===== config.mk =====
export PLATFORM = sky130hd
export DESIGN_NAME = name_stride_splitter
export DESIGN_NICKNAME = d
export VERILOG_FILES = /design/src/rtl/ndn_name_pkg.sv /design/src/rtl/stride_out_reg.sv /design/src/rtl/name_stride_splitter.sv
export SDC_FILE = /design/constraint.sdc
export NUM_CORES = 1
export LEC_CHECK = 0
export CORE_ASPECT_RATIO = 0.8
export CORE_UTILIZATION = 54
export CTS_CLUSTER_DIAMETER = 120
export CTS_CLUSTER_SIZE = 25
export DETAILED_ROUTE_END_ITERATION = 10
export PLACE_DENSITY_LB_ADDON = 0.08
export SKIP_LAST_GASP = 1
export SLEW_MARGIN = 20
export SYNTH_ARGS = -nofsm -noshare
export SYNTH_HDL_FRONTEND = slang
export SYNTH_SLANG_ARGS = --single-unit

===== constraint.sdc =====
create_clock -name clk -period 3.32 [get_ports clk]
set_input_delay 0.664 -clock clk [delete_from_list [all_inputs] [get_ports clk]]
set_output_delay 0.664 -clock clk [all_outputs]
set_load 0.03 [all_outputs]

===== src/rtl/ndn_name_pkg.sv =====
// Shared types and constants for the NDN name-processing pipeline.
// Holds the character type, default characters, splitter FSM states and width helper.
package ndn_name_pkg;

    localparam int unsigned CHAR_SIZE_DEFAULT = 8;

    typedef logic [CHAR_SIZE_DEFAULT-1:0] char_t;

    localparam char_t DEFAULT_CHAR = 8'h00;
    localparam char_t DELIM_CHAR   = 8'h2F;

    typedef enum logic {ACCUM, TAIL} split_state_e;

    // Width needed to hold a count of 0..n inclusive.
    function automatic int unsigned stride_len_w(input int unsigned n);
        return $clog2(n + 1);
    endfunction

endpackage


===== src/rtl/stride_out_reg.sv =====
// Valid/ready output register for one stride (characters, length, index, last, error).
// Loads only when free; holds all fields stable until accepted downstream.
module stride_out_reg
    import ndn_name_pkg::*;
#(
    parameter int unsigned           CHAR_SIZE  = CHAR_SIZE_DEFAULT,
    parameter int unsigned           STRIDE_LEN = 8,
    parameter int unsigned           LEN_W      = 4,
    parameter int unsigned           IDX_W      = 3,
    parameter logic [CHAR_SIZE-1:0]  PAD_CHAR   = DEFAULT_CHAR
) (
    input  logic                            clk,
    input  logic                            rst,
    input  logic                            load,
    input  logic [STRIDE_LEN*CHAR_SIZE-1:0] ld_stride,
    input  logic [LEN_W-1:0]                ld_len,
    input  logic [IDX_W-1:0]                ld_idx,
    input  logic                            ld_last,
    input  logic                            ld_err,
    output logic                            free,
    output logic                            out_valid,
    input  logic                            out_ready,
    output logic [STRIDE_LEN*CHAR_SIZE-1:0] out_stride,
    output logic [LEN_W-1:0]                out_len,
    output logic [IDX_W-1:0]                out_idx,
    output logic                            out_last,
    output logic                            out_err
);

    assign free = !out_valid || out_ready;

    always_ff @(posedge clk) begin
        if (rst) begin
            out_valid  <= 1'b0;
            out_stride <= {STRIDE_LEN{PAD_CHAR}};
            out_len    <= '0;
            out_idx    <= '0;
            out_last   <= 1'b0;
            out_err    <= 1'b0;
        end else if (load) begin
            out_valid  <= 1'b1;
            out_stride <= ld_stride;
            out_len    <= ld_len;
            out_idx    <= ld_idx;
            out_last   <= ld_last;
            out_err    <= ld_err;
        end else if (out_valid && out_ready) begin
            out_valid <= 1'b0;
        end
    end

endmodule


===== src/rtl/name_stride_splitter.sv =====
// Splits a streamed NDN name into strides at '/' or at STRIDE_LEN characters.
// Optional NAME_SPLITTER_STATS_EN adds name / truncated-name counters.
module name_stride_splitter
    import ndn_name_pkg::*;
#(
    parameter int unsigned          CHAR_SIZE   = CHAR_SIZE_DEFAULT,
    parameter int unsigned          STRIDE_LEN  = 8,
    parameter int unsigned          MAX_STRIDES = 4,
    parameter logic [CHAR_SIZE-1:0] DELIM       = DELIM_CHAR,
    parameter logic [CHAR_SIZE-1:0] PAD_CHAR    = DEFAULT_CHAR
) (
    input  logic                                       clk,
    input  logic                                       rst,
    input  logic                                       in_valid,
    output logic                                       in_ready,
    input  logic [CHAR_SIZE-1:0]                       in_char,
    input  logic                                       in_last,
    output logic                                       out_valid,
    input  logic                                       out_ready,
    output logic [STRIDE_LEN*CHAR_SIZE-1:0]            out_stride,
    output logic [stride_len_w(STRIDE_LEN)-1:0]        out_len,
    output logic [stride_len_w(MAX_STRIDES)-1:0]       out_idx,
    output logic                                       out_last,
    output logic                                       out_err
`ifdef NAME_SPLITTER_STATS_EN
    ,
    output logic [15:0]                                stat_names,
    output logic [15:0]                                stat_ovf
`endif
);

    localparam int unsigned LEN_W = stride_len_w(STRIDE_LEN);
    localparam int unsigned IDX_W = stride_len_w(MAX_STRIDES);
    localparam int unsigned BUF_W = STRIDE_LEN * CHAR_SIZE;

    split_state_e     state_q, state_d;
    logic [BUF_W-1:0] acc_q, acc_d, new_acc;
    logic [LEN_W-1:0] acc_len_q, acc_len_d, new_len;
    logic [IDX_W-1:0] scnt_q, scnt_d;
    logic             ovf_q, ovf_d;

    logic             free, accept, flush, load;
    logic [BUF_W-1:0] ld_stride;
    logic [LEN_W-1:0] ld_len;
    logic             ld_last, ld_err;

    assign in_ready = (state_q == ACCUM) && free;
    assign accept   = in_valid && in_ready;
    assign flush    = (acc_len_q == LEN_W'(STRIDE_LEN)) ||
                      ((in_char == DELIM) && (acc_len_q != '0));

    // Accumulator contents after placing the incoming character.
    always_comb begin
        new_acc = acc_q;
        new_len = acc_len_q + LEN_W'(1);
        if (flush) begin
            new_acc                  = {STRIDE_LEN{PAD_CHAR}};
            new_acc[CHAR_SIZE-1:0]   = in_char;
            new_len                  = LEN_W'(1);
        end else begin
            for (int i = 0; i < int'(STRIDE_LEN); i++) begin
                if (acc_len_q == LEN_W'(i)) new_acc[i*CHAR_SIZE +: CHAR_SIZE] = in_char;
            end
        end
    end

    always_comb begin
        state_d   = state_q;
        acc_d     = acc_q;
        acc_len_d = acc_len_q;
        scnt_d    = scnt_q;
        ovf_d     = ovf_q;
        load      = 1'b0;
        ld_stride = acc_q;
        ld_len    = acc_len_q;
        ld_last   = 1'b0;
        ld_err    = 1'b0;
        unique case (state_q)
            ACCUM: begin
                if (accept) begin
                    acc_d     = new_acc;
                    acc_len_d = new_len;
                    if (flush) begin
                        // Strides past MAX_STRIDES are dropped; scnt saturates at MAX_STRIDES.
                        if (scnt_q < IDX_W'(MAX_STRIDES)) begin
                            load   = 1'b1;
                            scnt_d = scnt_q + IDX_W'(1);
                        end else begin
                            ovf_d = 1'b1;
                        end
                        if (in_last) state_d = TAIL;
                    end else if (in_last) begin
                        load      = 1'b1;
                        ld_stride = new_acc;
                        ld_len    = new_len;
                        ld_last   = 1'b1;
                        ld_err    = ovf_q;
                        acc_d     = {STRIDE_LEN{PAD_CHAR}};
                        acc_len_d = '0;
                        scnt_d    = '0;
                        ovf_d     = 1'b0;
                    end
                end
            end
            TAIL: begin
                if (free) begin
                    load      = 1'b1;
                    ld_last   = 1'b1;
                    ld_err    = ovf_q;
                    acc_d     = {STRIDE_LEN{PAD_CHAR}};
                    acc_len_d = '0;
                    scnt_d    = '0;
                    ovf_d     = 1'b0;
                    state_d   = ACCUM;
                end
            end
            default: state_d = ACCUM;
        endcase
    end

    always_ff @(posedge clk) begin
        if (rst) begin
            state_q   <= ACCUM;
            acc_q     <= {STRIDE_LEN{PAD_CHAR}};
            acc_len_q <= '0;
            scnt_q    <= '0;
            ovf_q     <= 1'b0;
        end else begin
            state_q   <= state_d;
            acc_q     <= acc_d;
            acc_len_q <= acc_len_d;
            scnt_q    <= scnt_d;
            ovf_q     <= ovf_d;
        end
    end

    stride_out_reg #(
        .CHAR_SIZE  (CHAR_SIZE),
        .STRIDE_LEN (STRIDE_LEN),
        .LEN_W      (LEN_W),
        .IDX_W      (IDX_W),
        .PAD_CHAR   (PAD_CHAR)
    ) u_out_reg (
        .clk        (clk),
        .rst        (rst),
        .load       (load),
        .ld_stride  (ld_stride),
        .ld_len     (ld_len),
        .ld_idx     (scnt_q),
        .ld_last    (ld_last),
        .ld_err     (ld_err),
        .free       (free),
        .out_valid  (out_valid),
        .out_ready  (out_ready),
        .out_stride (out_stride),
        .out_len    (out_len),
        .out_idx    (out_idx),
        .out_last   (out_last),
        .out_err    (out_err)
    );

`ifdef NAME_SPLITTER_STATS_EN
    always_ff @(posedge clk) begin
        if (rst) begin
            stat_names <= '0;
            stat_ovf   <= '0;
        end else if (out_valid && out_ready && out_last) begin
            stat_names <= stat_names + 16'd1;
            if (out_err) stat_ovf <= stat_ovf + 16'd1;
        end
    end
`endif

endmodule


---- Word-level counts from Yosys, hierarchy flattened ----
Index checks and enable logic that the tools add are counted.
storage, ports and cells
  bits of input ports ..................... 13
  output and inout bits ................... 75
  register bits after elaboration ......... 147
  word-level logic and storage cells ...... 102
operators by class
  equality and inequality tests ........... 14
  mux-type cells .......................... 60
  bitwise gates (word level) .............. 1
  magnitude comparators ................... 1
  $add $sub $neg .......................... 2
  reduce and logical (&&, ||, !) cells .... 13
operators with widths
  cell                 count
  $mux 64              9
  $pmux 64 s2          1
  $mux 8               8
  $mux 4               9
  $mux 1               21
  $eq 4x3->1 const B   4
  $mux 3               5
  $pmux 1 s2           5
  $eq 4x2->1 const B   2
  $eq 8x6->1 const B   1
  $pmux 4 s2           1
  $reduce_and 4->1     2
  $ne 3x3->1 const B   2
  $pmux 3 s2           1
  $add 4x1->4 const B  1
  $eq 4x1->1 const B   1
  $eq 4x4->1 const B   1
  $logic_and 1x1->1    4
  $logic_not 4->1      1
  $reduce_bool 4->1    1
  $add 3x1->3 const B  1
  $lt 3x3->1 const B   1
  $ne 3x2->1 const B   1
  $logic_or 1x1->1     2
  6 further kinds      6

---- Longest topological paths before layout ----
Gate-level depths: netlist of the first run.
  word-level depth ........................ 8
  gate-level depth with buffers ........... 10
  mapped depth without buffers ............ 7

---- Cells and area by module ----
A second synthesis of the first run with hierarchy kept.
second synthesis, totals
  cell total of the unflattened synthesis .. 667
  area, all modules ....................... 6640.1 um2
modules (own cells, without submodules)
  module                times used  cells each  sequential area each (um2)  area an instance (um2)
  name_stride_splitter  1           428         1461.4                      3967.6
  stride_out_reg        1           239         1481.4                      2672.6

---- Least setup slack after synthesis of the first run ----
Ideal clock, no wire load.
  kind .................................... input to register
  start ................................... in in_char[4]
  end ..................................... reg u_out_reg.out_len[0]
  path buffers ............................ 3
  stages on the path ...................... 8
  required time ........................... 3.182 ns
  slack ................................... 0.649 ns
  library setup time ...................... 0.138 ns
  arrival time ............................ 2.533 ns
  cell sequence ........................... clkbuf_1 -> or4b_1 -> nor3_4 -> o21ai_2 -> buf_2 -> buf_2 -> nor3_1 -> a211oi_1
on the way
  longest elaborated chain between the ends .. 8
  elaborated cells on any way between the ends .. 11
  those cells by class .................... eq/ne: 1; mux: 8; reduce/logical: 2
RTL lines
  what                    line                        RTL
  start: declaration      name_stride_splitter.sv:16  input logic [CHAR_SIZE-1:0] in_char,
  $eq 8x6->1 (*)          name_stride_splitter.sv:50  ((in_char == DELIM) && (acc_len_q != '0));
  $logic_and 1x1->1 (*)   name_stride_splitter.sv:50
  $logic_or 1x1->1 (*)    name_stride_splitter.sv:49  assign flush = (acc_len_q == LEN_W'(STRIDE_LEN)) ||
  $mux 4                  name_stride_splitter.sv:56  if (flush) begin
  $mux 4                  name_stride_splitter.sv:92  end else if (in_last) begin
  $mux 4                  name_stride_splitter.sv:83  if (flush) begin
  $mux 4                  name_stride_splitter.sv:80  if (accept) begin
  $mux 4                  name_stride_splitter.sv:78  unique case (state_q)
  end signal: assignment  stride_out_reg.sv:43        out_len <= ld_len;
  end: declaration        stride_out_reg.sv:24        output logic [LEN_W-1:0] out_len,
Every way passes the cells marked *; elsewhere a longest branch is shown, timed or not.
A chain may end at the register's enable or synchronous reset.

---- Worst setup path after layout of the first run ----
  start ................................... reg acc_len_q[0]
  end ..................................... reg u_out_reg.out_stride[5]
on the way
  longest elaborated chain between the ends .. 8
  elaborated cells on any way between the ends .. 14
  those cells by class .................... eq/ne: 1; mux: 9; reduce/logical: 4
RTL lines
  what                      line                         RTL
  start: declaration        name_stride_splitter.sv:38   logic [LEN_W-1:0] acc_len_q, acc_len_d, new_len;
  start signal: assignment  name_stride_splitter.sv:131  acc_len_q <= acc_len_d;
  $reduce_bool 4->1         name_stride_splitter.sv:50
  $logic_and 1x1->1         name_stride_splitter.sv:50
  $logic_or 1x1->1          name_stride_splitter.sv:49
  $mux 64                   name_stride_splitter.sv:56
  $mux 64                   name_stride_splitter.sv:92
  $mux 64                   name_stride_splitter.sv:83
  $mux 64                   name_stride_splitter.sv:80
  $mux 64                   name_stride_splitter.sv:78
  end signal: assignment    stride_out_reg.sv:35         out_stride <= {STRIDE_LEN{PAD_CHAR}};
  end signal: assignment    stride_out_reg.sv:42         out_stride <= ld_stride;
  end: declaration          stride_out_reg.sv:23         output logic [STRIDE_LEN*CHAR_SIZE-1:0] out_stride,
Several ways; a longest one is shown, not always the timed one.

==> results of run 1 <==
-- cells in the final DEF, fill, tap and decap left out, drive strengths merged, types with 2 or more instances in the layout --
cell type / instances
a211oi: 59
nand3: 17
xnor2: 2
buf: 45
inv: 4
nor3: 82
and4: 2
dfxtp: 147
and3: 2
clkinv: 4
a21oi: 11
a311oi: 9
clkdlybuf4s50: 86
nand4: 2
clkbuf: 21
nand2: 32
nor2b: 4
nor2: 21
mux2i: 56
a22o: 63
clkinvlp: 2
ha: 5
nor3b: 3
o21ai: 18
a21o: 2
nand2b: 4
or4b: 2
bufinv: 3
-- cell families after synthesis --
| kind of cell | after synthesis |
|---|---|
| mux | 56 |
| simple gates | 175 |
| buf+inv | 60 |
| flops | 147 |
| xor+xnor | 3 |
| fa+ha+maj | 5 |
| compound gates | 170 |
-- registers in the layout, indices dropped and copies added, names as in the netlist --
| register | flops |
|---|---|
| acc_q | 64 |
| u_out_reg.out_stride | 64 |
| acc_len_q | 4 |
| u_out_reg.out_len | 4 |
| scnt_q | 3 |
| u_out_reg.out_idx | 3 |
| ovf_q | 1 |
| state_q | 1 |
| u_out_reg.out_err | 1 |
| u_out_reg.out_last | 1 |
| u_out_reg.out_valid | 1 |
-- area by class of cell --
type	count	share of cell area (%)
sequential	147	37.3
clock inverter	9	1.63
timing repair buffer	131	15.9
multi-input combinational	409	36.6
inverter	4	0.190
clock buffer	21	6.08
tap	144	2.28
-- synthesized netlist by cell type (2+ instances only) --
library cell / instances / area share, %
dfxtp_1: 147 / 49
nor3_1: 75 / 6.2
a22o_1: 63 / 9.1
a211oi_1: 59 / 7.3
mux2i_1: 56 / 9.3
clkbuf_1: 38 / 2.4
nand2_1: 32 / 2.0
nor2_1: 21 / 1.3
nand3_1: 17 / 1.4
buf_2: 12 / 0.99
a21oi_1: 11 / 0.91
o21ai_1: 11 / 0.91
a311oi_1: 9 / 1.3
buf_1: 6 / 0.37
o21ai_0: 6 / 0.50
ha_1: 5 / 1.0
nor3_2: 5 / 0.83
inv_1: 4 / 0.25
nand2b_1: 4 / 0.41
nor2b_1: 4 / 0.41
a21o_1: 2 / 0.25
and3_1: 2 / 0.21
and4_1: 2 / 0.29
nor3_4: 2 / 0.54
nor3b_1: 2 / 0.25
xnor2_1: 2 / 0.29
-- power groups by stage --
stage | registers [W] | logic [W] | clock network, W
2_1_floorplan | 0.00212 | 0.000310 | 0
3_3_place_gp | 0.00195 | 0.000784 | 0
3_5_place_dp | 0.00196 | 0.000797 | 0
4_1_cts | 0.00192 | 0.000802 | 0.00199
5_1_grt | 0.00193 | 0.000850 | 0.00206
6_report | 0.00192 | 0.000804 | 0.00198
-- per-layer routing --
metal  wire [um]  global-route usage [%]  share of wire (%)
met1        7830                    41.5                 47
met3         904                    5.72                5.4
met4         207                    9.40                1.2
met2        7810                    47.4                 47
met5           0                       0                  0
-- metrics by stage --
step	worst slack (ns)	util [%]	hold slack, ns
floorplan	0.649	-	0.432
global placement	0.258	66.9	0.445
detailed placement	0.180	66.9	0.455
CTS	0.561	72.5	0.471
global route	0.385	72.5	0.481
finish	0.556	72.5	0.470
-- worst register-to-register path, delay by kind of cell, from the launching register on --
| kind | cells | cell delay [ns] |
|---|---|---|
| DFF | 1 | 0.52 |
| adders and majority gates | 1 | 0.30 |
| and+or+nand+nor | 3 | 0.49 |
| buffers and inverters | 2 | 0.48 |
| AOI/OAI and AO/OA | 2 | 0.88 |
-- how the worst max path moves through the flow --
stage / from / end / cells after the start
detailed placement: in_char[4] / u_out_reg.out_stride[8] / 8
CTS: acc_len_q[0] / u_out_reg.out_stride[5] / 8
finish: acc_len_q[0] / u_out_reg.out_stride[5] / 8
global placement: in_char[4] / u_out_reg.out_stride[26] / 8
global route: acc_len_q[0] / u_out_reg.out_stride[5] / 8
floorplan: in_char[4] / u_out_reg.out_len[0] / 8
==> results_dict.tcl, run 1 <==
set metrics [dict create \
    vias 5311 \
    drc 0 \
    grt_start_max_net_pins 84 \
    final_cells 865 \
    ys_seq_area_share_pct 48.6 \
    p_comb_share_pct 17.1 \
    cts_max_path_buffers 2 \
    design_area_mm2 0.00790 \
    syn_avg_cell_area_um2 9.84 \
    synthArstFlopShare_pct 0 \
    start_util_pct 55.6 \
    total_power_w 0.00470 \
    drv_cap 0 \
    switchingPower_w 0.00127 \
    critical_path.top_delay_family "compound AO/OA/AOI/OAI gates" \
    core_mm2 0.0109 \
    fp-row-count 34 \
    die_height_um 96.7 \
    root_buffer "clkbuf_16" \
    ant_nets 0 \
    critPathBufInv 2 \
    place_area_mm2 0.00729 \
    synth_fa_ha_area_share_pct 1.03 \
    grt-ovfl-total 0 \
    hold_path_depth 2 \
    yosys.area_share.simple_pct 15.2 \
    cellPowerDensity_mw_per_mm2 595 \
    r2r_end "u_out_reg.out_stride[5]" \
    cp.required_ns 3.63 \
    period_share_pct 83.3 \
    worstMarginPinSlew_ns 0.854 \
    power.share.clock_pct 42.1 \
    hold_violations 0 \
    clk_latency_ns 0.42 \
    worst_setup_path_start_kind "register" \
    maxSlewViolCount 0 \
    arrival_ns 3.08 \
    intPower_w 0.00343 \
    track_usage_pct 30.1 \
    antenna_found_initial 0 \
    die_x_um 120 \
    synth_edf_count 0 \
    hpwlAfterDp_um 11000 \
    path_clk_slew_ns 0.06 \
    tns_ns 0 \
    multi_input_area_mm2 0.00289 \
    finalCriticalPeriod_ns 2.76 \
    synth-compound-area-share_pct 21.6 \
    grt_pass1_vias 5119 \
    max_stage_delay_ns 0.59 \
    nets 728 \
    fillers 830 \
    drive_above_1_share_pct 12.5 \
    end_kind "register" \
    setup_viol 0 \
    cts.sink_count 147 \
    outcome "complete, no violations" \
    post_drt_wl_per_cell_um 19.4 \
    rsz0062_at_grt "no" \
    cts_setup_buffers 0 \
    path_max_fanout 20 \
    max_freq_ghz 0.362 \
    post_cts_resized 0 \
    numCtsBuffers 17 \
    r2r_start "acc_len_q[0]" \
    synth_top_family_by_area "compound AO/OA/AOI/OAI gates" \
    skew_ns 0.00788 \
    antennaDiodeCount 0 \
    synthDistinctLibCells 45 \
    synth_nets 634 \
    routed_wl_um 16800 \
    dr.first_iter.drc_count 422 \
    r2r_cells 8 \
    cts-htree-levels 4 \
    power_frac_seq_pct 40.8 \
    io_buffers 87 \
    ys_ff_latch 147 \
    grt_first_pass_wirelength_um 27200 \
    critPathKind "register to register" \
    hold_buffers 0 \
    hold_path_class "register to register" \
    ys_warn_count 0 \
    synthToLayoutAreaGrowth_pct 30.3 \
    ys.flop_type "dfxtp_1" \
    dieArea_mm2 0.0117 \
    max-slew-margin-rel_pct 43.0 \
    crit_slowest_cell "o21ai_4" \
    switching_share_pct 27.0 \
    hold_path_end "u_out_reg.out_idx[1]" \
    cts_tree "built" \
    leakage_nw 2.82 \
    via_per_inst 6.14 \
    io_pins 88 \
    gp_congestion 0.898 \
    worstHoldStart "u_out_reg.out_idx[1]" \
    regToRegSetupSlack_ns 0.56 \
    dp.cells 835 \
    dr.pass1.iters 4 \
    cp_cell_sequence "inv_1 > ha_1 > nand3b_1 > nand4_2 > o21ai_4 > buf_4 > nor3_1 > a311oi_1" \
    ir_drop_uv 452 \
    synthMuxAreaShare_pct 9.25 \
    synth_xor_area_share_pct 0.434 \
    syn_area_mm2 0.00606 \
    netlist_instances 616 \
    regArea_mm2 0.00294 \
]
Note: power is estimated with default switching activity, not from simulation.
==> inputs of run 2 (changes only) <==
Clock period 3.32 ns to 2.8 ns, I/O delays scaled along.
==> run 2 against run 1 <==
- largest power group is now sequential cells
- critical path type is now input port to primary output
- clock skew grew 0.0044 ns
- highest routed layer unchanged
- power grew 14%
- routed wire length shrank 3.3%
- non-clock buffer count grew 7
- design area grew 0.60%
==> results_dict.tcl, run 2 (synthesis gave the netlist of run 1 again) <==
set metrics [dict create \
    outcome "complete, no violations" \
    fp-row-count 34 \
    hpwlAfterDp_um 10700 \
    root_buffer "clkbuf_16" \
    critPathMostFrequentCell "clkdlybuf4s50_1" \
    path_clk_slew_ns 0.06 \
    vias 5311 \
    dr.first_iter.drc_count 447 \
    critical_path.top_delay_family "buffers and inverters" \
    place_ws_ns -0.0658 \
    dr_wl_met2_um 7520 \
    rsz0062_at_grt "no" \
    hold_violations 0 \
    final_cells 874 \
    numCtsBuffers 17 \
    wl_met1_um 7420 \
    cts-htree-levels 4 \
    finalCriticalPeriod_ns 2.60 \
    maxSlewViolCount 0 \
    cp_cell_sequence "clkdlybuf4s50_1 > nor2b_1 > nor2_1 > clkdlybuf4s50_1" \
    arrival_ns 2.04 \
    cts_tree "built" \
    worstMarginPinSlew_ns 0.797 \
    path_max_fanout 5 \
    hold_path_depth 2 \
    drv_cap 0 \
    worstHoldStart "u_out_reg.out_idx[1]" \
    track_usage_pct 29.0 \
    critPathKind "input port to primary output" \
    critPathBufInv 2 \
    worst_slack_ns 0.199 \
    final_cell_mix "dfxtp_1, clkdlybuf4s50_1, nor3_1, a22o_1, a211oi_1" \
    fillers 854 \
    grt_start_max_net_pins 76 \
    max_stage_delay_ns 0.61 \
    ant_nets 0 \
    grt_pass1_vias 5109 \
    io_buffers 87 \
    grt-ovfl-total 0 \
    antennaDiodeCount 0 \
    cp.required_ns 2.24 \
    grt_first_pass_wirelength_um 26500 \
    max-slew-margin-rel_pct 46.8 \
    wl_met3_um 1020 \
    drive_above_1_share_pct 13.4 \
    dp.cells 842 \
    core_mm2 0.0109 \
    die_height_um 96.7 \
    cts.sink_count 147 \
    die_x_um 120 \
    post_cts_resized 0 \
    io_pins 88 \
    setup_viol 0 \
    clk_latency_ns 0.42 \
    multi_input_area_mm2 0.00289 \
    period_share_pct 92.9 \
    hold_path_end "u_out_reg.out_idx[1]" \
    ir_drop_uv 564 \
    post_drt_wl_per_cell_um 18.5 \
    gp_congestion 0.867 \
    end_kind "primary output" \
    regToRegSetupSlack_ns 0.26 \
    r2r_start "acc_len_q[1]" \
    highest_layer "met4" \
    start_util_pct 55.6 \
    synthToLayoutAreaGrowth_pct 31.1 \
    via_per_inst 6.08 \
    crit_slowest_cell "clkdlybuf4s50_1" \
    hold_buffers 0 \
    routed_wl_um 16200 \
    skew_ns 0.0123 \
    drc 0 \
    nets 735 \
    tns_ns 0 \
    max_freq_ghz 0.385 \
    dieArea_mm2 0.0117 \
    r2r_end "acc_q[51]" \
    dr.pass1.iters 6 \
    final_common_cell "dfxtp_1" \
    cellPowerDensity_mw_per_mm2 675 \
    largest_registers "acc_q (64), u_out_reg.out_stride (64)" \
    regArea_mm2 0.00294 \
    worst_setup_path_start_kind "input port" \
    r2r_cells 8 \
    cts_setup_buffers 0 \
    antenna_found_initial 0 \
    leakage_nw 2.83 \
    hold_path_class "register to register" \
    cts_max_path_buffers 2 \
    total_power_w 0.00536 \
]
==> run 2: through the flow <==
step,instance area (um^2),hold slack [ns],utilization (%)
6_report,7950,0.465,73.0
5_1_grt,7950,0.460,73.0
4_1_cts,7950,0.443,73.0
3_5_place_dp,7390,0.457,67.9
3_3_place_gp,7390,0.452,67.9
2_1_floorplan,6060,0.432,-
==> run 2: how the worst max path moves through the flow <==
stage                             from                        to  slack (ns)  depth (start not counted)
final                        out_ready                  in_ready        0.20                          4
after global routing      acc_len_q[1]                 acc_q[51]         0.1                          8
after CTS                    out_ready                  in_ready        0.22                          4
after detailed placement    in_char[5]                 acc_q[51]       -0.07                          8
after global placement      in_char[7]  u_out_reg.out_stride[24]        0.04                          8
after floorplan             in_char[4]      u_out_reg.out_len[0]        0.23                          8
==> run 2: where the power goes <==
group | total (W) | internal [W] | leakage (nW) | switching, W
clock | 0.00213 | 0.00124 | 0.265 | 0.000887
combinational | 0.000963 | 0.000385 | 1.37 | 0.000578
sequential | 0.00227 | 0.00221 | 1.20 | 0.0000624
total | 0.00536 | 0.00383 | 2.83 | 0.00153
==> run 2: area by class of cell <==
cell class	count	share of cell area, %
Clock buffer	19	5.57
Clock inverter	13	1.40
Inverter	4	0.189
Multi-Input combinational cell	409	36.4
Sequential cell	147	37.0
Tap cell	144	2.27
Timing Repair Buffer	138	17.1
==> run 2: per-layer routing <==
metal / vias up / global-route usage (%)
li1: 2525 / -
met1: 2568 / 39.8
met2: 191 / 43.9
met3: 27 / 6.90
met4: 0 / 10.9
met5: - / 0
==> run 2: worst reg2reg max path, stage by stage, from the launching register on <==
cell	delay, ns
dfxtp_1	0.45
inv_1	0.10
ha_1	0.27
nor2b_1	0.17
a21oi_1	0.37
o21ai_1	0.20
buf_4	0.20
o21ai_1	0.48
a22o_1	0.25
